## src/rtl/decode_sb_pkg.sv

```systemverilog
// decode_sb_pkg: shared RV32I decode types for the decode stage.
//   opcode_e      base-ISA major opcodes that the decoder accepts
//   imm_sel_e     immediate format selector
//   usage_t       per-opcode operand/destination usage class
//   usage_class() maps a raw opcode field to its usage class
//   imm_gen()     builds the sign-extended 32-bit immediate for a format
package decode_sb_pkg;

  typedef enum logic [6:0] {
    OPC_LUI    = 7'b0110111,
    OPC_AUIPC  = 7'b0010111,
    OPC_JAL    = 7'b1101111,
    OPC_JALR   = 7'b1100111,
    OPC_BRANCH = 7'b1100011,
    OPC_LOAD   = 7'b0000011,
    OPC_STORE  = 7'b0100011,
    OPC_OP_IMM = 7'b0010011,
    OPC_OP     = 7'b0110011
  } opcode_e;

  typedef enum logic [2:0] {
    IMM_NONE,
    IMM_I,
    IMM_S,
    IMM_B,
    IMM_U,
    IMM_J
  } imm_sel_e;

  typedef struct packed {
    logic     uses_rs1;
    logic     uses_rs2;
    logic     wr_rd;
    logic     legal;
    imm_sel_e imm_sel;
  } usage_t;

  function automatic usage_t usage_class(input logic [6:0] opc);
    usage_t u;
    u.uses_rs1 = 1'b0;
    u.uses_rs2 = 1'b0;
    u.wr_rd    = 1'b0;
    u.legal    = 1'b1;
    u.imm_sel  = IMM_NONE;
    case (opc)
      OPC_LUI, OPC_AUIPC: begin
        u.wr_rd   = 1'b1;
        u.imm_sel = IMM_U;
      end
      OPC_JAL: begin
        u.wr_rd   = 1'b1;
        u.imm_sel = IMM_J;
      end
      OPC_JALR, OPC_LOAD, OPC_OP_IMM: begin
        u.uses_rs1 = 1'b1;
        u.wr_rd    = 1'b1;
        u.imm_sel  = IMM_I;
      end
      OPC_OP: begin
        u.uses_rs1 = 1'b1;
        u.uses_rs2 = 1'b1;
        u.wr_rd    = 1'b1;
      end
      OPC_BRANCH: begin
        u.uses_rs1 = 1'b1;
        u.uses_rs2 = 1'b1;
        u.imm_sel  = IMM_B;
      end
      OPC_STORE: begin
        u.uses_rs1 = 1'b1;
        u.uses_rs2 = 1'b1;
        u.imm_sel  = IMM_S;
      end
      default: u.legal = 1'b0;
    endcase
    return u;
  endfunction

  function automatic logic [31:0] imm_gen(input imm_sel_e sel, input logic [31:0] ins);
    logic [31:0] imm;
    case (sel)
      IMM_I:   imm = {{20{ins[31]}}, ins[31:20]};
      IMM_S:   imm = {{20{ins[31]}}, ins[31:25], ins[11:7]};
      IMM_B:   imm = {{19{ins[31]}}, ins[31], ins[7], ins[30:25], ins[11:8], 1'b0};
      IMM_U:   imm = {ins[31:12], 12'b0};
      IMM_J:   imm = {{11{ins[31]}}, ins[31], ins[19:12], ins[20], ins[30:21], 1'b0};
      default: imm = '0;
    endcase
    return imm;
  endfunction

endpackage

```

## src/rtl/decode_sb_regfile_wt.sv

```systemverilog
// regfile_wt: NREGS x XLEN register file with write-through bypass.
//   clk, rst_n       clock, asynchronous active-low reset (clears all entries)
//   we/waddr/wdata   single write port; writes to index 0 are discarded
//   raddr1/rdata1    asynchronous read port 1
//   raddr2/rdata2    asynchronous read port 2
// A read of the index being written this cycle returns wdata; index 0 reads 0.
module regfile_wt #(
  parameter int XLEN  = 32,
  parameter int NREGS = 32,
  parameter int AW    = $clog2(NREGS)
) (
  input  logic            clk,
  input  logic            rst_n,
  input  logic            we,
  input  logic [AW-1:0]   waddr,
  input  logic [XLEN-1:0] wdata,
  input  logic [AW-1:0]   raddr1,
  output logic [XLEN-1:0] rdata1,
  input  logic [AW-1:0]   raddr2,
  output logic [XLEN-1:0] rdata2
);

  logic [XLEN-1:0] mem_q [NREGS];
  logic [XLEN-1:0] mem_d [NREGS];
  logic            wr_hit;

  assign wr_hit = we && (waddr != '0);

  always_comb begin
    mem_d = mem_q;
    if (wr_hit) mem_d[waddr] = wdata;
  end

  always_ff @(posedge clk or negedge rst_n) begin
    if (!rst_n) mem_q <= '{default: '0};
    else        mem_q <= mem_d;
  end

  always_comb begin
    if (raddr1 == '0)                 rdata1 = '0;
    else if (wr_hit && waddr == raddr1) rdata1 = wdata;
    else                              rdata1 = mem_q[raddr1];
  end

  always_comb begin
    if (raddr2 == '0)                 rdata2 = '0;
    else if (wr_hit && waddr == raddr2) rdata2 = wdata;
    else                              rdata2 = mem_q[raddr2];
  end

endmodule

```

## src/rtl/decode_sb.sv

```systemverilog
// decode_sb: RV32I decode stage with per-register busy scoreboard.
//   clk, rst_n            clock, asynchronous active-low reset
//   in_valid/in_ready     fetch handshake; in_pc, in_instr instruction payload
//   out_valid/out_ready   execute handshake; out_* decoded fields held in a
//                         single output register (no skid buffer)
//   flush                 kills the held instruction, blocks accept this cycle
//   rt_valid/rt_we/rt_rd/rt_data  retire event: releases busy[rt_rd] and
//                         optionally writes the register file
//   sb_busy               current scoreboard state
module decode_sb
  import decode_sb_pkg::*;
#(
  parameter int XLEN  = 32,
  parameter int NREGS = 32,
  parameter int AW    = $clog2(NREGS)
) (
  input  logic             clk,
  input  logic             rst_n,
  input  logic             in_valid,
  output logic             in_ready,
  input  logic [XLEN-1:0]  in_pc,
  input  logic [31:0]      in_instr,
  output logic             out_valid,
  input  logic             out_ready,
  output logic [XLEN-1:0]  out_pc,
  output logic [XLEN-1:0]  out_rs1_val,
  output logic [XLEN-1:0]  out_rs2_val,
  output logic [XLEN-1:0]  out_imm,
  output logic [AW-1:0]    out_rd,
  output logic [6:0]       out_opcode,
  output logic [2:0]       out_funct3,
  output logic [6:0]       out_funct7,
  output logic             out_wb_en,
  output logic             out_illegal,
  input  logic             flush,
  input  logic             rt_valid,
  input  logic             rt_we,
  input  logic [AW-1:0]    rt_rd,
  input  logic [XLEN-1:0]  rt_data,
  output logic [NREGS-1:0] sb_busy
);

  typedef struct packed {
    logic [XLEN-1:0] pc;
    logic [XLEN-1:0] rs1_val;
    logic [XLEN-1:0] rs2_val;
    logic [XLEN-1:0] imm;
    logic [AW-1:0]   rd;
    logic [6:0]      opcode;
    logic [2:0]      funct3;
    logic [6:0]      funct7;
    logic            wb_en;
    logic            illegal;
  } decode_out_t;

  decode_out_t      out_q, out_d;
  logic             out_valid_q, out_valid_d;
  logic [NREGS-1:0] busy_q, busy_d, busy_eff;

  usage_t           use_c;
  logic [AW-1:0]    rs1, rs2, rd;
  logic             wb_en, hazard, slot_free, accept;
  logic [31:0]      imm32;
  logic [XLEN-1:0]  rf_rd1, rf_rd2;

  assign use_c = usage_class(in_instr[6:0]);
  assign rs1   = in_instr[15 +: AW];
  assign rs2   = in_instr[20 +: AW];
  assign rd    = in_instr[7 +: AW];
  assign wb_en = use_c.wr_rd && (rd != '0);
  assign imm32 = imm_gen(use_c.imm_sel, in_instr);

  regfile_wt #(
    .XLEN  (XLEN),
    .NREGS (NREGS),
    .AW    (AW)
  ) u_rf (
    .clk    (clk),
    .rst_n  (rst_n),
    .we     (rt_valid && rt_we),
    .waddr  (rt_rd),
    .wdata  (rt_data),
    .raddr1 (rs1),
    .rdata1 (rf_rd1),
    .raddr2 (rs2),
    .rdata2 (rf_rd2)
  );

  // A register retiring this cycle no longer blocks, giving zero-bubble RAW.
  always_comb begin
    busy_eff = busy_q;
    if (rt_valid) busy_eff[rt_rd] = 1'b0;
  end

  assign hazard    = (use_c.uses_rs1 && busy_eff[rs1]) ||
                     (use_c.uses_rs2 && busy_eff[rs2]) ||
                     (wb_en && busy_eff[rd]);
  assign slot_free = !out_valid_q || out_ready;
  assign in_ready  = rst_n && slot_free && !hazard && !flush;
  assign accept    = in_valid && in_ready;

  // Clears are applied before the accept set so that an accepting
  // instruction's busy bit wins over a same-index retire.
  always_comb begin
    out_d       = out_q;
    out_valid_d = out_valid_q;
    busy_d      = busy_q;
    if (rt_valid) busy_d[rt_rd] = 1'b0;
    if (flush) begin
      out_valid_d = 1'b0;
      if (out_valid_q && out_q.wb_en) busy_d[out_q.rd] = 1'b0;
    end else if (accept) begin
      out_valid_d   = 1'b1;
      out_d.pc      = in_pc;
      out_d.rs1_val = use_c.uses_rs1 ? rf_rd1 : '0;
      out_d.rs2_val = use_c.uses_rs2 ? rf_rd2 : '0;
      out_d.imm     = XLEN'($signed(imm32));
      out_d.rd      = rd;
      out_d.opcode  = in_instr[6:0];
      out_d.funct3  = in_instr[14:12];
      out_d.funct7  = in_instr[31:25];
      out_d.wb_en   = wb_en;
      out_d.illegal = !use_c.legal;
      if (wb_en) busy_d[rd] = 1'b1;
    end else if (out_ready) begin
      out_valid_d = 1'b0;
    end
    busy_d[0] = 1'b0;
  end

  always_ff @(posedge clk or negedge rst_n) begin
    if (!rst_n) begin
      out_q       <= '0;
      out_valid_q <= 1'b0;
      busy_q      <= '0;
    end else begin
      out_q       <= out_d;
      out_valid_q <= out_valid_d;
      busy_q      <= busy_d;
    end
  end

  assign out_valid   = out_valid_q;
  assign out_pc      = out_q.pc;
  assign out_rs1_val = out_q.rs1_val;
  assign out_rs2_val = out_q.rs2_val;
  assign out_imm     = out_q.imm;
  assign out_rd      = out_q.rd;
  assign out_opcode  = out_q.opcode;
  assign out_funct3  = out_q.funct3;
  assign out_funct7  = out_q.funct7;
  assign out_wb_en   = out_q.wb_en;
  assign out_illegal = out_q.illegal;
  assign sb_busy     = busy_q;

endmodule

```

## config.mk

```make
export PLATFORM = sky130hd
export DESIGN_NAME = decode_sb
export DESIGN_NICKNAME = d
export VERILOG_FILES = /design/src/rtl/decode_sb_pkg.sv /design/src/rtl/decode_sb_regfile_wt.sv /design/src/rtl/decode_sb.sv
export SDC_FILE = /design/constraint.sdc
export NUM_CORES = 2
export LEC_CHECK = 0
export CORE_ASPECT_RATIO = 1.75
export CORE_MARGIN = 1.5
export CORE_UTILIZATION = 57
export CTS_CLUSTER_SIZE = 25
export DETAILED_ROUTE_END_ITERATION = 6
export GPL_ROUTABILITY_DRIVEN = 0
export MAX_ROUTING_LAYER = met4
export PLACE_DENSITY = 0.84
export SLEW_MARGIN = 20
export SYNTH_ARGS = -nofsm -noshare
export SYNTH_HDL_FRONTEND = slang
export SYNTH_SLANG_ARGS = --single-unit
export TNS_END_PERCENT = 20
```

## constraint.sdc

```tcl
create_clock -name clk -period 5.8 [get_ports clk]
set_input_delay 0.58 -clock clk [delete_from_list [all_inputs] [get_ports clk]]
set_output_delay 0.58 -clock clk [all_outputs]
set_load 0.005 [all_outputs]
```

* Word level (Yosys, flattened, before mapping)
Index checks and enable logic that the tools add are counted.
** Operators by class
- Order comparisons :: 12
- Equal/unequal tests :: 16
- Multiplexer cells :: 41
- Shift operators :: 0
- Add/sub/neg operators :: 0
- Multipliers :: 0
- Divide/modulo/power cells :: 0
- Bitwise logic cells :: 9
- Reductions and logical operators :: 36
** Operators by type and width (number)
- 1024-bit bitwise mux :: 1
- 32-bit two-way mux :: 16
- 32-bit binary-select mux with 5-bit select :: 2
- 32-bit demux with 5-bit select :: 1
- 32-bit one-hot mux with 5 select lines :: 1
- 32-bit AND :: 2
- 32-bit NOT :: 2
- 32-bit OR :: 1
- 5-bit by 6-bit < comparator with 1-bit output, second input constant :: 5
- 7-bit by 6-bit equality test with 1-bit output, second input constant :: 3
- 7-bit equality test, second input constant :: 3
- 6-bit >= comparator, second input constant :: 3
- 5-bit NOT with 6-bit output :: 3
- 1-bit logical AND :: 17
- 1-bit binary-select mux with 5-bit select :: 3
- 1-bit demux with 5-bit select :: 3
- 5-bit by 1-bit >= comparator with 1-bit output, second input constant :: 3
- 3-bit one-hot mux with 5 select lines :: 1
- 7-bit by 5-bit equality test with 1-bit output, second input constant :: 2
- 1-bit two-way mux :: 13
- 5-bit equality test :: 2
- 5-bit logical NOT :: 2
- 5-bit nonzero test :: 2
- 9-bit OR reduction :: 1
- 14 further kinds :: 22
** Storage, ports and cells
- Output and inout bits :: 186
- RAM bits :: 0
- Logic and storage cells :: 158
- Memories kept :: 0
- Memory bits (read-only) :: 0
- Bits in latches :: 0
- Flip-flop bits (word level) :: 1208

* Depth between registers and ports, before layout
- Depth in word-level cells :: 18
- Depth in mapped cells :: 14
- Depth with buffers taken out :: 8

* By module
Synthesis repeated with hierarchy kept, for this count alone.
** Second synthesis, totals
- Cell total of the unflattened synthesis :: 4882
- Area, all modules :: 65456.5 µm²
** Modules (own cells, without submodules)
- regfile_wt :: area each 55555.8 µm², instances 1, cells an instance 3935
- decode_sb :: area each 9900.7 µm², instances 1, cells an instance 947

* Least setup slack after synthesis
No wires, ideal clock.
- Kind :: input to register
- Start point :: input in_instr[15]
- End point :: register out_q, in the netlist out_rs1_val[18]
- Data arrival time :: 3.344 ns
- Library setup time :: 0.127 ns
- Slack :: 2.328 ns
- Cell stages on the path :: 11
- Cells stage by stage :: clkbuf_2 -> buf_2 -> buf_2 -> buf_2 -> clkbuf_1 -> buf_2 -> mux4_2 -> mux4_2 -> mux2i_1 -> a211oi_1 -> mux2_1
** On the way
- Longest elaborated chain between the ends :: 10
** Ends and longest elaborated chain
- start: declaration :: RTL line decode_sb.sv:22 : input logic [31:0] in_instr,
- 1-bit binary-select mux with 5-bit select :: RTL line decode_sb.sv:95 : assign hazard = (use_c.uses_rs1 && busy_eff[rs1]) ||
- 1-bit two-way mux (not written as such) :: RTL line decode_sb.sv:95
- 1-bit logical AND :: RTL line decode_sb.sv:95
- 1-bit logical OR :: RTL line decode_sb.sv:95
- 1-bit logical OR :: RTL line decode_sb.sv:96 : (use_c.uses_rs2 && busy_eff[rs2]) ||
- 1-bit logical NOT :: RTL line decode_sb.sv:99 : assign in_ready = rst_n && slot_free && !hazard && !flush;
- 1-bit logical AND (2 in a row) :: RTL line decode_sb.sv:99
- 1-bit logical AND :: RTL line decode_sb.sv:100 : assign accept = in_valid && in_ready;
- 2-bit AND reduction (no source line)
- end signal: assignment :: RTL line decode_sb.sv:137 : out_q <= out_d;
- end: declaration :: RTL line decode_sb.sv:56 : decode_out_t out_q, out_d;
Parallel ways exist; a longest one is shown, timed or not. The select of a mux whose other input is x is not followed.
A chain may end at the register's enable or synchronous reset.

* Worst setup path in the final report
- Start point :: input rt_rd[1]
- End point :: output in_ready
** On the way
- Longest elaborated chain between the ends :: 15
** Ends and longest elaborated chain
- start: declaration :: RTL line decode_sb.sv:38 : input logic [AW-1:0] rt_rd,
- 5-bit by 6-bit < comparator with 1-bit output (not written as such) or 5-bit by 1-bit >= comparator with 1-bit output (tied branches) :: RTL line decode_sb.sv:92 : if (rt_valid) busy_eff[rt_rd] = 1'b0;
- 1-bit logical AND (not written as such) :: RTL line decode_sb.sv:92
- 1-bit two-way mux (not written as such) :: RTL line decode_sb.sv:92
- 1-bit demux with 5-bit select (*) :: RTL line decode_sb.sv:92
- 32-bit NOT (no source line) (*)
- 32-bit AND (no source line) (*)
- 32-bit two-way mux (*) :: RTL line decode_sb.sv:92
- 1-bit binary-select mux with 5-bit select, on equally long branches :: RTL line decode_sb.sv:95, decode_sb.sv:96
- 1-bit two-way mux, on equally long branches :: RTL line decode_sb.sv:95, decode_sb.sv:96
- 1-bit logical AND, on equally long branches :: RTL line decode_sb.sv:95, decode_sb.sv:96
- 1-bit logical OR :: RTL line decode_sb.sv:95
- 1-bit logical OR (*) :: RTL line decode_sb.sv:96
- 1-bit logical NOT (*) :: RTL line decode_sb.sv:99
- 1-bit logical AND (*) (2 in a row) :: RTL line decode_sb.sv:99
- end: declaration :: RTL line decode_sb.sv:20 : output logic in_ready,
Mark *: on every way between the ends. The rest lies on a longest branch, timed or not. The select of a mux whose other input is x is not followed.

==> flow_summary_export.csv <==
group,metric,value,unit
global_route,antenna_found_initial,8,
timing,skew,0.0543,ns
synthesis,yosys_register_bits,1208,
floorplan,die_w,256,µm
setup_path,cp.depth,9,
setup_path,path_cells,"clkdlybuf4s50_1 -> nand2b_1 -> o21a_1 -> mux2_2 -> a311o_1 -> o2111ai_1 -> o2111a_2 -> nor2b_1 -> clkdlybuf4s50_1",
place,place_inst,5491,
synthesis,ys_top_cells_by_area,"dfrtp_1 47%, mux4_2 23%, mux2_2 18%",
power,peakVddDrop,0.000255,V
timing,final.period_utilization,85.2,%
drt,drtAntennaViolNets,0,
cts,insertion_delay,0.77,ns
power,power_leakage,30.8,nW
timing,fmaxAchievable,0.202,GHz
global_route,grt_pass1_vias,43185,
setup_path,r2r_setup_slack,1.80,ns
setup_path,critPathCapture,"in_ready",
timing,min_period,4.94,ns
setup_path,cp-end-kind,"output pin",
power,swShare,26.1,%
power,internal_power,15.8,mW
global_route,grt_pass1_wl,277000,µm
setup_path,slowest_stage,"clkdlybuf4s50_1",
synthesis,synth_edf_count,0,
timing,hold_viol,0,
setup_path,r2r_start,"sb_busy[28]",
synthesis,synth_seq_area_share,47.5,%
drt,drtIter0Drc,3928,
drt,vias_per_cell,7.14,
synthesis,synth_cell_types,71,
drt,wirelength,184000,µm
place,portBuffers,292,
synthesis,synthXorXnorAreaFrac,0.165,%
cts,cts.clk_slew.worst_paths,0.06,ns
setup_path,cpPeakStageDelay,1.07,ns
global_route,grt_start_max_net_pins,203,
job,drv_cap,0,
setup_path,worst-endpoint-arrival,4.36,ns
final_layout,syn_to_final_growth,12.1,%
power,power_frac_clock,35.3,%
floorplan,ios,294,
synthesis,synth_most_common_cell,"dfrtp_1",
synthesis,syn-num-nets,4193,
floorplan,start_util,57.4,%
synthesis,synth_compound_area_share,2.77,%
setup_path,path_max_fanout,23,
floorplan,dieArea,0.114,mm²
synthesis,synthMuxAreaShare,44.3,%
synthesis,synth_area_per_cell,15.6,µm²
setup_path,cp_data_required_time,5.22,ns
power,p_sw,5.57,mW
synthesis,synth_top_area_share,47.5,%
power,p_total,21.4,mW
final_layout,layout.cells.non_filler,5698,
setup_path,worst-path-buf-inv,2,
floorplan,die_y,445,µm
cts,cts_resized,0,
drt,num_vias,40706,
synthesis,synth_top_cell_by_area,"dfrtp_1",
cts,ctsRootBufferMaster,"clkbuf_16",
synthesis,synth_warnings,0,
global_route,globalRouteTotalUtil,33.7,%
min_path,hold_path.class,"input pin to asynchronous set/reset pin",
final_layout,drive_above_1_share,48.6,%
synthesis,yosys-top-cells-count,"1208 x dfrtp_1, 1044 x mux2_2, 649 x mux4_2, 318 x clkbuf_1, 105 x nor2_1",
setup_path,start_kind,"input pin",
cts,cts_buffers,108,
floorplan,core_area,0.111,mm²
place,dp.final_hpwl,106000,µm
timing,rsz0062_at_grt,"no",
cts,clock-sinks,1208,
cts,cts_tree,"done",
setup_path,crit_type,"input pin to output pin",
status,violations,"design-rule violations",
setup_path,reg2reg_depth,9,
timing,finalSetupTns,0,ns
synthesis,synthCells,4085,
drt,drt-pass1-iter-count,7,
timing,finalSetupViolCount,0,
cts,htree_levels,3,
global_route,gr-total-overflow,0,
power,power_density,299,mW/mm²
synthesis,ys.flop_type,"dfrtp_1",
synthesis,synthAdderAreaFrac,0,%
power,comb_power_share,16.9,%
timing,relSlewSlack,19.3,%
floorplan,core.rowCount,162,
synthesis,synth_top_family_by_area,"multiplexers",
synthesis,async_flop_share,100,%
synthesis,synthSimpleGateAreaFrac,2.08,%
final_layout,finalNetCount,4235,
cts,clockBufferDepth,3,
drt,wl_per_cell,32.2,µm
power,seqPwrFrac,47.8,%
drt,drcViolationCount,5,
status,outcome,"finished, violations left",
setup_path,critical-path-top-delay-family,"buffers and inverters",
setup_path,cp_common_cell,"clkdlybuf4s50_1",
synthesis,syn_area,0.0637,mm²
setup_path,crit_start,"rt_rd[1]",
timing,tightest_slew,1.21,ns
setup_path,worstReg2RegEnd,"out_rs2_val[31]",
timing,drv_slew,0,
## power by group through the flow
stage                     clock (mW)  combinational, mW  sequential [mW]
after floorplan                    0               2.56             10.1
after global placement             0               3.50             10.2
after detailed placement           0               3.60             10.3
after CTS                       7.59               3.62             10.2
after global routing            7.91               3.83             10.3
final                           7.53               3.61             10.2
## logic make-up after synthesis
logic type / count (synthesis)
compound gates: 251
xor+xnor: 12
buf+inv: 488
flops: 1208
mux: 1864
other cells: 1
simple gates: 261
## cell usage in the layout, fill, tap and decap left out, types with 6 or more instances in the layout
| cell type | instances |
|---|---|
| nand2_2 | 10 |
| nor2_4 | 17 |
| o311ai_0 | 6 |
| o22ai_1 | 6 |
| o21ai_0 | 41 |
| clkinvlp_4 | 9 |
| o211ai_1 | 11 |
| bufinv_16 | 9 |
| dfrtp_1 | 1208 |
| nand3b_1 | 11 |
| nand3_1 | 12 |
| diode_2 | 10 |
| mux2_4 | 12 |
| mux4_2 | 649 |
| mux2_2 | 1044 |
| nor4_1 | 11 |
| clkbuf_8 | 22 |
| a21oi_1 | 41 |
| mux2_1 | 72 |
| nand2_1 | 28 |
| mux2i_1 | 87 |
| o41ai_1 | 18 |
| clkinv_2 | 16 |
| clkdlybuf4s50_1 | 271 |
| buf_12 | 15 |
| nor2_1 | 88 |
| clkbuf_16 | 109 |
| clkbuf_1 | 23 |
| a211oi_1 | 69 |
| nand2b_1 | 8 |
| o221ai_1 | 20 |
| xor2_1 | 8 |
| nor3_1 | 11 |
| inv_1 | 23 |
| buf_2 | 12 |
| nor2b_1 | 16 |
| buf_4 | 89 |
## metrics by stage
stage	setup slack, ns	utilization [%]	hold WS (ns)	area (µm²)
CTS	0.967	64.3	0.328	71400
floorplan	2.33	-	0.284	63700
global route	0.727	64.3	0.409	71400
global placement	0.899	60.9	0.376	67700
detailed placement	0.843	60.9	0.383	67700
finish	0.861	64.3	0.343	71400
## repair_timing
action,4_1_cts,5_1_grt
hold buffers,1,0
endpoints found under the hold margin,60,0
buffers inserted,0,0
## area by class of cell
class | count | area, µm²
repair buffers | 395 | 3860
well taps | 1476 | 1850
inverters | 25 | 98.8
clock inverters | 41 | 579
fillers | 7652 | 39700
clock buffers | 154 | 3120
flip-flops and latches | 1208 | 30200
multi-input cells | 2389 | 31600
diodes | 10 | 25.0
## metal layers
| metal | vias up | track usage, % | share of wire [%] |
|---|---|---|---|
| met1 | 21643 | 39.0 | 34 |
| li1 | 15932 | - | - |
| met4 | 0 | 21.7 | 7.6 |
| met2 | 2358 | 54.7 | 50 |
| met3 | 773 | 6.00 | 8.2 |
| met5 | - | - | 0 |
## registers in the layout, summed over array words and instances (netlist names)
name / count
out_rs1_val: 32
out_funct7: 7
out_wb_en: 1
out_rs2_val: 32
out_illegal: 1
out_imm: 32
out_opcode: 7
out_funct3: 3
out_rd: 5
out_valid: 1
out_pc: 32
u_rf.mem_q: 1024
sb_busy: 31
## worst min path at each step
stage / startpoint / end / cells after the start
after floorplan: rst_n / out_funct3[0] / 0
after global placement: u_rf.mem_q[1007] / u_rf.mem_q[1007] / 0
after detailed placement: u_rf.mem_q[1016] / u_rf.mem_q[1016] / 0
after CTS: in_instr[17] / out_imm[17] / 3
after global routing: u_rf.mem_q[1016] / u_rf.mem_q[1016] / 0
final: rst_n / out_opcode[2] / 2
(Power assumes the default switching activity.)
